`src/rtl/pq_request_scheduler.sv`:
```
// pq_request_scheduler
// Front-end for the register-tree priority queue. Arbitrates independent
// enqueue and dequeue request streams into single-cycle enqueue, dequeue or
// replace commands, then holds off for SETTLE_CYCLES so the tree can finish
// its compare-and-swap passes. Dequeued/replaced roots land in a one-entry
// result register with a valid/ready handshake.
//
// Optional feature macro: PQ_SCHED_ZERO_FILTER_EN
//   When defined, zero keys are swallowed instead of being written to the
//   queue (0 is the queue's empty marker) and o_zero_drop pulses.
module pq_request_scheduler #(
   parameter int DATA_WIDTH    = 16,
   parameter int SETTLE_CYCLES = 2
) (
   input  logic                  i_CLK,
   input  logic                  i_RSTn,
   input  logic                  i_enq_valid,
   input  logic [DATA_WIDTH-1:0] i_enq_data,
   output logic                  o_enq_ready,
   input  logic                  i_deq_valid,
   output logic                  o_deq_ready,
   output logic                  o_res_valid,
   output logic [DATA_WIDTH-1:0] o_res_data,
   input  logic                  i_res_ready,
   output logic                  o_wrt,
   output logic                  o_read,
   output logic [DATA_WIDTH-1:0] o_data,
   input  logic                  i_full,
   input  logic                  i_empty,
   input  logic [DATA_WIDTH-1:0] i_top,
   output logic                  o_zero_drop
);

   typedef enum logic {
      IDLE   = 1'b0,
      SETTLE = 1'b1
   } state_t;

   localparam logic [7:0] SETTLE_LOAD = 8'(SETTLE_CYCLES);

   state_t                  state;
   logic [7:0]              settle_cnt;
   logic                    res_valid;
   logic [DATA_WIDTH-1:0]   res_data;

   logic                    can_issue;
   logic                    slot_free;
   logic                    zero_key;
   logic                    do_replace;
   logic                    do_dequeue;
   logic                    do_enqueue;
   logic                    wrt;
   logic                    read;
   logic                    issue;
   logic                    drop_zero;

   // Commands only go out from IDLE, and never while reset is held, so every
   // combinational output is forced low during reset.
   assign can_issue = i_RSTn && (state == IDLE);
   assign slot_free = !res_valid || i_res_ready;

`ifdef PQ_SCHED_ZERO_FILTER_EN
   assign zero_key  = (i_enq_data == '0);
`else
   assign zero_key  = 1'b0;
`endif

   // Priority arbitration: replace, then dequeue, then enqueue.
   always_comb begin
      // NOTE: every always_comb output gets a default first so no path leaves it unassigned and infers a latch.
      do_replace = 1'b0;
      do_dequeue = 1'b0;
      do_enqueue = 1'b0;
      if (can_issue) begin
         if (i_enq_valid && i_deq_valid && !i_empty && slot_free) begin
            do_replace = 1'b1;
         end else if (i_deq_valid && !i_empty && slot_free) begin
            do_dequeue = 1'b1;
         end else if (i_enq_valid && !i_full) begin
            do_enqueue = 1'b1;
         end
      end
   end

   // A filtered zero key is still consumed but never reaches the queue; a
   // zero replace therefore collapses into a plain dequeue.
   assign wrt       = (do_replace || do_enqueue) && !zero_key;
   assign read      = do_replace || do_dequeue;
   assign drop_zero = (do_replace || do_enqueue) && zero_key;
   assign issue     = wrt || read;

   assign o_wrt       = wrt;
   assign o_read      = read;
   assign o_data      = wrt ? i_enq_data : '0;
   assign o_enq_ready = do_replace || do_enqueue;
   assign o_deq_ready = do_replace || do_dequeue;

   // Settle sequencer: after an issued command, idle for SETTLE_CYCLES cycles.
   always_ff @(posedge i_CLK or negedge i_RSTn) begin
      if (!i_RSTn) begin
         state      <= IDLE;
         settle_cnt <= '0;
      end else begin
         // NOTE: sequential state uses non-blocking assignments so every register samples pre-edge values.
         case (state)
            IDLE: begin
               if (issue && (SETTLE_LOAD != 8'd0)) begin
                  state      <= SETTLE;
                  settle_cnt <= SETTLE_LOAD;
               end
            end
            SETTLE: begin
               settle_cnt <= settle_cnt - 8'd1;
               if (settle_cnt == 8'd1) begin
                  state <= IDLE;
               end
            end
            default: begin
               state      <= IDLE;
               settle_cnt <= '0;
            end
         endcase
      end
   end

   // Result register: a new root capture takes precedence over a drain.
   always_ff @(posedge i_CLK or negedge i_RSTn) begin
      if (!i_RSTn) begin
         res_valid <= 1'b0;
         res_data  <= '0;
      end else if (read) begin
         res_valid <= 1'b1;
         res_data  <= i_top;
      end else if (res_valid && i_res_ready) begin
         res_valid <= 1'b0;
      end
   end

   assign o_res_valid = res_valid;
   assign o_res_data  = res_data;

`ifdef PQ_SCHED_ZERO_FILTER_EN
   logic zero_drop_q;

   // One-cycle registered pulse for every discarded zero key.
   always_ff @(posedge i_CLK or negedge i_RSTn) begin
      if (!i_RSTn) begin
         zero_drop_q <= 1'b0;
      end else begin
         zero_drop_q <= drop_zero;
      end
   end

   assign o_zero_drop = zero_drop_q;
`else
   assign o_zero_drop = 1'b0;

   // Without the filter the drop indication is structurally unused.
   logic unused_drop;
   assign unused_drop = drop_zero;
`endif

endmodule
```
`config.mk`:
```
export PLATFORM = sky130hd
export DESIGN_NAME = pq_request_scheduler
export DESIGN_NICKNAME = d
export VERILOG_FILES = /design/src/rtl/pq_request_scheduler.sv
export SDC_FILE = /design/constraint.sdc
export NUM_CORES = 1
export LEC_CHECK = 0
export ABC_AREA = 1
export CAP_MARGIN = 5
export CORE_MARGIN = 5
export CORE_UTILIZATION = 30
export CTS_CLUSTER_DIAMETER = 30
export CTS_CLUSTER_SIZE = 40
export DETAILED_ROUTE_END_ITERATION = 8
export GPL_ROUTABILITY_DRIVEN = 0
export PLACE_DENSITY = 0.67
export SYNTH_ARGS = -nofsm -noshare
export SYNTH_HDL_FRONTEND = slang
export SYNTH_SLANG_ARGS = --single-unit
```
`constraint.sdc`:
```
create_clock -name i_CLK -period 1.4 [get_ports i_CLK]
set_clock_uncertainty 0.2 [all_clocks]
set_input_delay 0.14 -clock i_CLK [delete_from_list [all_inputs] [get_ports i_CLK]]
set_output_delay 0.14 -clock i_CLK [all_outputs]
set_load 0.01 [all_outputs]
```
==> run summary, run 1 <==
Syn nets = 238
Reg2Reg Setup Slack = -0.35 ns
Yosys reg bits = 26
Static leakage = 1.429 nW
FMAX = 558.5 MHz
Worst hold-check path type = input port to async pin
Worst flop-to-flop path startpoint = state
Clock Latency Late Sink = 0.28 ns
Yosys Warn Count = 0
R2R Path End = settle_cnt[4]
Area contributors post-synth = dfrtp_1 (45%), nand2_1 (20%), inv_1 (8.4%)
Sequential cell area = 651.9 µm²
Die width = 79.23 µm
Clk slew on worst S/H paths = 0.09 ns
Final nets = 334
Synth-to-Final Area Change = 83.46%
CTS root buffer = clkbuf_8
CTS tree = yes
Vias in the first global route = 1432
Top post-synthesis cells by count = nand2_1 (75), inv_1 (32), dfrtp_1 (26)
Most numerous cell in the Yosys netlist = nand2_1
Post-synth ARST share = 100.0%
Global-route wire length before repair = 6686 µm
Critical path arrival = 1.45 ns
First-pass DRT Iterations = 4
Final worst setup slack = -0.3906 ns
Tmin final = 1.791 ns
Critical path launch point type = register
Largest net degree at the start of global routing = 27
CP max FO = 4
CP Capture Type = output pin
Failing checks = setup timing
Drc violations = 0
Avg Cell Area, Syn = 7.298 µm²
Worst reg-to-reg path cell count = 10
Post-synth cell types = 21
Hold_buf cts = 0
Type of the worst setup path = register to output pin
Cts bufs inserted = 3
Share of layout cells above drive strength 1 = 31.16%
Row count = 25
I/O Buffers = 75
Max-slew violation count = 0
Initial core utilization = 30.64%
Post-Syn Instances = 197
Synth Cell Area = 1438 µm²
Multi-input gate area = 774.5 µm²
Final Hold Fails = 0
Peak VDD IR = 0.6098 mV
Number of synthesized flops with an enable pin = 0
Ant diodes = 0
Antenna Violating Nets Remaining = 0
Routed wire length = 4261 µm
Post-layout util = 56.21%
WP data required = 1.06 ns
DR WL/cell = 12.32 µm
H-tree Lvls = 1
Die boundary height = 79.23 µm
Overflow after GRT = 0
Sequential share of the synthesized area = 45.26%
Via density = 4.370
Max-Cap Viols = 0
PwrDens = 605.7 nW/µm²
Unrepaired setup endpoints after global routing = yes
Vias = 1512
CTS Buffer Depth = 2
Global Route Usage Sum = 13.40%
Synth top area share = 45.26%
Ys flop type = dfrtp_1
Initial antenna violation count = 0
Core box area = 4692 µm²
Hold slack = 0.08202 ns
# setup viols final = 46
Outcome = finished with violations
Post-synth top area cell = dfrtp_1
Sink Count = 26
Die Footprint = 6277 µm²
DP Wirelength = 2846 µm
Detailed Route Iter0 Violations = 52
Total power draw = 1.598 mW
IO Pins = 77
FILL cells = 435
Tcrit/Tclk final = 127.9%
==> metal layers <==
| metal | part of all wire, % | wire length (µm) | global-route usage (%) | vias up |
|---|---|---|---|---|
| met5 | 0 | 0 | 0 | - |
| met1 | 39 | 1666 | 14.95 | 696 |
| li1 | - | - | - | 770 |
| met3 | 6.5 | 278 | 4.195 | 5 |
| met4 | 0.99 | 42 | 3.265 | 0 |
| met2 | 53 | 2273 | 24.58 | 41 |
==> final cells by class <==
type	instances	share of cell area, %
repair buffers	95	34.91
multi-input cells	131	29.36
flip-flops and latches	26	24.72
inverters	35	5.455
well taps	54	2.562
clock buffers	3	1.565
clock inverters	1	1.139
repair inverters	1	0.2846
==> worst max-delay path by stage <==
stage               startpoint         to
detailed placement      i_RSTn  o_data[2]
CTS                      state  o_data[2]
global route             state  o_data[1]
finish                   state  o_data[7]
global placement        i_RSTn  o_data[4]
floorplan                state      o_wrt
==> state kept, by name, summed over array words and instances (netlist names) <==
| signal | flops |
|---|---|
| state | 1 |
| settle_cnt | 8 |
| o_res_data | 16 |
| o_res_valid | 1 |
==> what timing repair did <==
item                                    in CTS  in global routing
resized for setup                          123                 30
endpoints found under the setup margin      62                 46
pin swaps                                    2                  7
cloned                                       4                  1
hold endpoints to repair                     0                  0
buffers inserted                             4                  4
==> worst max-delay path: stages (launching register included) <==
cell,delay (ns)
dfrtp_2,0.45
nor2_8,0.10
inv_2,0.05
nor2_4,0.12
buf_6,0.16
nand2_8,0.08
nor2_2,0.08
buf_2,0.14
==> report_power, final <==
group / internal, mW / total [mW] / switching, mW / leakage, nW
sequential: 0.762 / 0.769 / 0.00692 / 0.335
clock: 0.383 / 0.632 / 0.249 / 0.0357
combinational: 0.120 / 0.196 / 0.0767 / 1.06
==> stage by stage <==
stage | setup TNS [ns] | instances | area (µm²) | setup WS (ns)
final | -15.46 | 346 | 2638 | -0.3906
after global routing | -18.31 | 346 | 2638 | -0.4534
after CTS | -12.18 | 341 | 2474 | -0.3895
after detailed placement | -25.15 | 329 | 2301 | -0.8007
after global placement | -23.96 | 329 | 2301 | -0.7529
after floorplan | -0.4471 | 197 | 1480 | -0.05490
==> logic make-up (layout without fill, tap and decap cells) <==
logic type / after synthesis / count (layout) / synth area share (%)
flops: 26 / 26 / 45.26
simple gates: 119 / 122 / 36.03
buf+inv: 43 / 135 / 14.36
compound gates: 6 / 6 / 2.350
fa+ha+maj: 2 / 2 / 1.740
other cells: 1 / 1 / 0.2608
==> cells in the final DEF, fill, tap and decap left out, drive strengths merged <==
master / netlist / layout
nand2: 76 / 79
buf: 8 / 39
clkdlybuf4s50: 0 / 38
inv: 35 / 35
dfrtp: 26 / 26
nor2: 26 / 26
dlygate4sd2: 0 / 17
nand3: 16 / 16
o21ai: 4 / 4
clkbuf: 0 / 3
ha: 2 / 2
a21oi: 2 / 2
nand4: 1 / 1
conb: 1 / 1
bufinv: 0 / 1
clkinvlp: 0 / 1
bufbuf: 0 / 1
Note: power is estimated with default switching activity, not from simulation.
==> run 2: changes to the inputs <==
--- a/config.mk
+++ b/config.mk
@@ -6,13 +6,14 @@
 export NUM_CORES = 1
 export LEC_CHECK = 0
 export ABC_AREA = 1
-export CAP_MARGIN = 5
+export CAP_MARGIN = 10
 export CORE_MARGIN = 5
 export CORE_UTILIZATION = 30
 export CTS_CLUSTER_DIAMETER = 30
 export CTS_CLUSTER_SIZE = 40
 export DETAILED_ROUTE_END_ITERATION = 8
 export GPL_ROUTABILITY_DRIVEN = 0
+export HOLD_SLACK_MARGIN = 0.12
 export PLACE_DENSITY = 0.67
 export SYNTH_ARGS = -nofsm -noshare
 export SYNTH_HDL_FRONTEND = slang
==> constraint.sdc (replaced) <==
create_clock -name i_CLK -period 1.4 [get_ports i_CLK]
set_clock_uncertainty 0.2 [all_clocks]
set_input_delay 0.14 -clock i_CLK [delete_from_list [all_inputs] [get_ports i_CLK]]
set_output_delay 0.14 -clock i_CLK [all_outputs]
set_load 0.02 [all_outputs]
==> run 2 against run 1 <==
The run still ends with setup timing left; die area unchanged; routed wire length decreased by 12%; sequential share of layout area rose by 0.69 points; global-route usage fell by 0.59 points; non-clock buffer count is 3 lower; final cell count fell by 1.7%; via count decreased by 4.0%; total power is 0.67% lower; clock power shrank 2%; count of clock-buffer cells in the layout unchanged; largest power group unchanged.
==> run summary, run 2 (synthesis gave the netlist of run 1 again) <==
Outcome = finished with violations
Failing checks = setup timing
Max-slew violation count = 0 (unchanged)
IO Pins = 77 (unchanged)
Final Hold Fails = 0 (unchanged)
DR WL/cell = 11.05 µm (-10%)
Max FFs per register = 16 (unchanged)
CTS tree = yes
Vias in the first global route = 1439 (+0.49%)
CTS root buffer = clkbuf_8
CP Capture Type = output pin
Die Footprint = 6277 µm² (unchanged)
WP data required = 1.06 ns (about the same)
Die width = 79.23 µm (unchanged)
Fin area = 2571 µm² (-2.5%)
CP max FO = 11 (+7)
Initial antenna violation count = 0 (unchanged)
Ant diodes = 0 (unchanged)
Type of the worst setup path = register to output pin
Routed wire length = 3756 µm (-12%)
Final worst setup slack = -0.3235 ns (+0.06708 ns)
Most frequent cells in the layout = nand2_1 (72), clkdlybuf4s50_1 (38), inv_1 (30), dfrtp_1 (24), buf_6 (20)
Share of layout cells above drive strength 1 = 27.27% (-3.9 points)
Tcrit/Tclk final = 123.1% (-4.8 points)
Vias = 1451 (-4.0%)
Sink Count = 26 (unchanged)
Clock Latency Late Sink = 0.27 ns (about the same)
Critical path launch point type = register
Global Route Usage Sum = 12.81% (-0.59 points)
Peak VDD IR = 0.3382 mV (-45%)
PwrDens = 617.2 nW/µm² (+1.9%)
Initial core utilization = 30.64% (unchanged)
Overflow after GRT = 0 (unchanged)
Detailed Route Iter0 Violations = 56 (+7.7%)
Static leakage = 1.380 nW (-3.4%)
Tmin final = 1.724 ns (-0.06708 ns)
Die boundary height = 79.23 µm (unchanged)
Row count = 25 (unchanged)
Drc violations = 0 (unchanged)
FILL cells = 440 (+1.1%)
DP Wirelength = 2982 µm (+4.8%)
Placement Cell Area = 2399 µm² (+4.2%)
Setup slack at placement = -0.8138 ns (-0.01305 ns)
Cts bufs inserted = 3 (unchanged)
Clk slew on worst S/H paths = 0.09 ns (about the same)
Largest net degree at the start of global routing = 27 (unchanged)
Via density = 4.268 (-2.3%)
Core box area = 4692 µm² (unchanged)
Unrepaired setup endpoints after global routing = yes
CTS Buffer Depth = 2 (unchanged)
H-tree Lvls = 1 (unchanged)
FMAX = 580.2 MHz (+3.9%)
First-pass DRT Iterations = 4 (unchanged)
Max-Cap Viols = 0 (unchanged)
Most common cell after layout, fill and taps aside = nand2_1
Antenna Violating Nets Remaining = 0 (unchanged)
Worst hold-check path type = input port to register
Global-route wire length before repair = 6513 µm (-2.6%)
Final nets = 328 (-1.8%)
Synth-to-Final Area Change = 78.85%
Critical path arrival = 1.38 ns (-0.07 ns)
I/O Buffers = 75 (unchanged)
# setup viols final = 45 (-2.2%)
-- run 2: area by class of cell --
cell class | instances | area [µm²] | area share (%)
repair buffers | 92 | 938.4 | 36.50
multi-input cells | 128 | 693.2 | 26.96
flip-flops and latches | 26 | 653.1 | 25.40
inverters | 35 | 140.1 | 5.450
well taps | 54 | 67.56 | 2.628
clock buffers | 3 | 41.29 | 1.606
clock inverters | 1 | 30.03 | 1.168
repair inverters | 1 | 7.507 | 0.2920
-- run 2: power breakdown --
part / switching (mW) / internal (mW)
Sequential: 0.00584 / 0.762
Clock: 0.238 / 0.383
Combinational: 0.0785 / 0.120
-- run 2: worst paths after layout --
kind | from | end | slack, ns | cells past startpoint
min reg2reg | o_res_data[12] | o_res_data[12] | 0.28 | 2
min in group asynchronous | i_RSTn | settle_cnt[0] | 0.60 | 3
max reg2reg | state | settle_cnt[3] | -0.19 | 9
min | i_top[7] | o_res_data[7] | 0.19 | 3
max | state | o_data[13] | -0.32 | 7
max in group asynchronous | i_RSTn | o_res_valid | 0.18 | 3
-- run 2: through the flow --
stage	power, mW	hold WS, ns	TNS, ns	utilization (%)	instances
floorplan	0.8381	-0.3556	-1.368	-	197
global placement	0.9876	0.2624	-25.22	51.12	332
detailed placement	0.9893	0.2644	-25.70	51.12	332
CTS	1.609	0.1859	-9.699	54.05	340
global route	1.654	0.1942	-12.14	54.80	340
finish	1.587	0.1899	-8.684	54.80	340
-- run 2: critical path, stage by stage, from the launching register on --
cell	delay, ns
dfrtp_2	0.45
nor2_8	0.09
inv_2	0.04
nor2_4	0.09
nand2_4	0.07
buf_12	0.15
nor2_2	0.09
buf_6	0.12
-- run 2: per-layer routing --
layer | routed length, µm | up-vias | track usage [%]
met5 | 0 | - | 0
met4 | 48 | 0 | 3.952
met3 | 314 | 7 | 3.401
met2 | 1779 | 52 | 22.73
met1 | 1614 | 638 | 14.97
li1 | - | 754 | -
-- run 2: timing repair --
action / in CTS / in global routing
buffers inserted: 2 / 0
gates resized for setup: 149 / 9
hold endpoints to repair: 26 / 0
cloned: 1 / 0
endpoints found under the setup margin: 62 / 47
hold buffers: 1 / 0
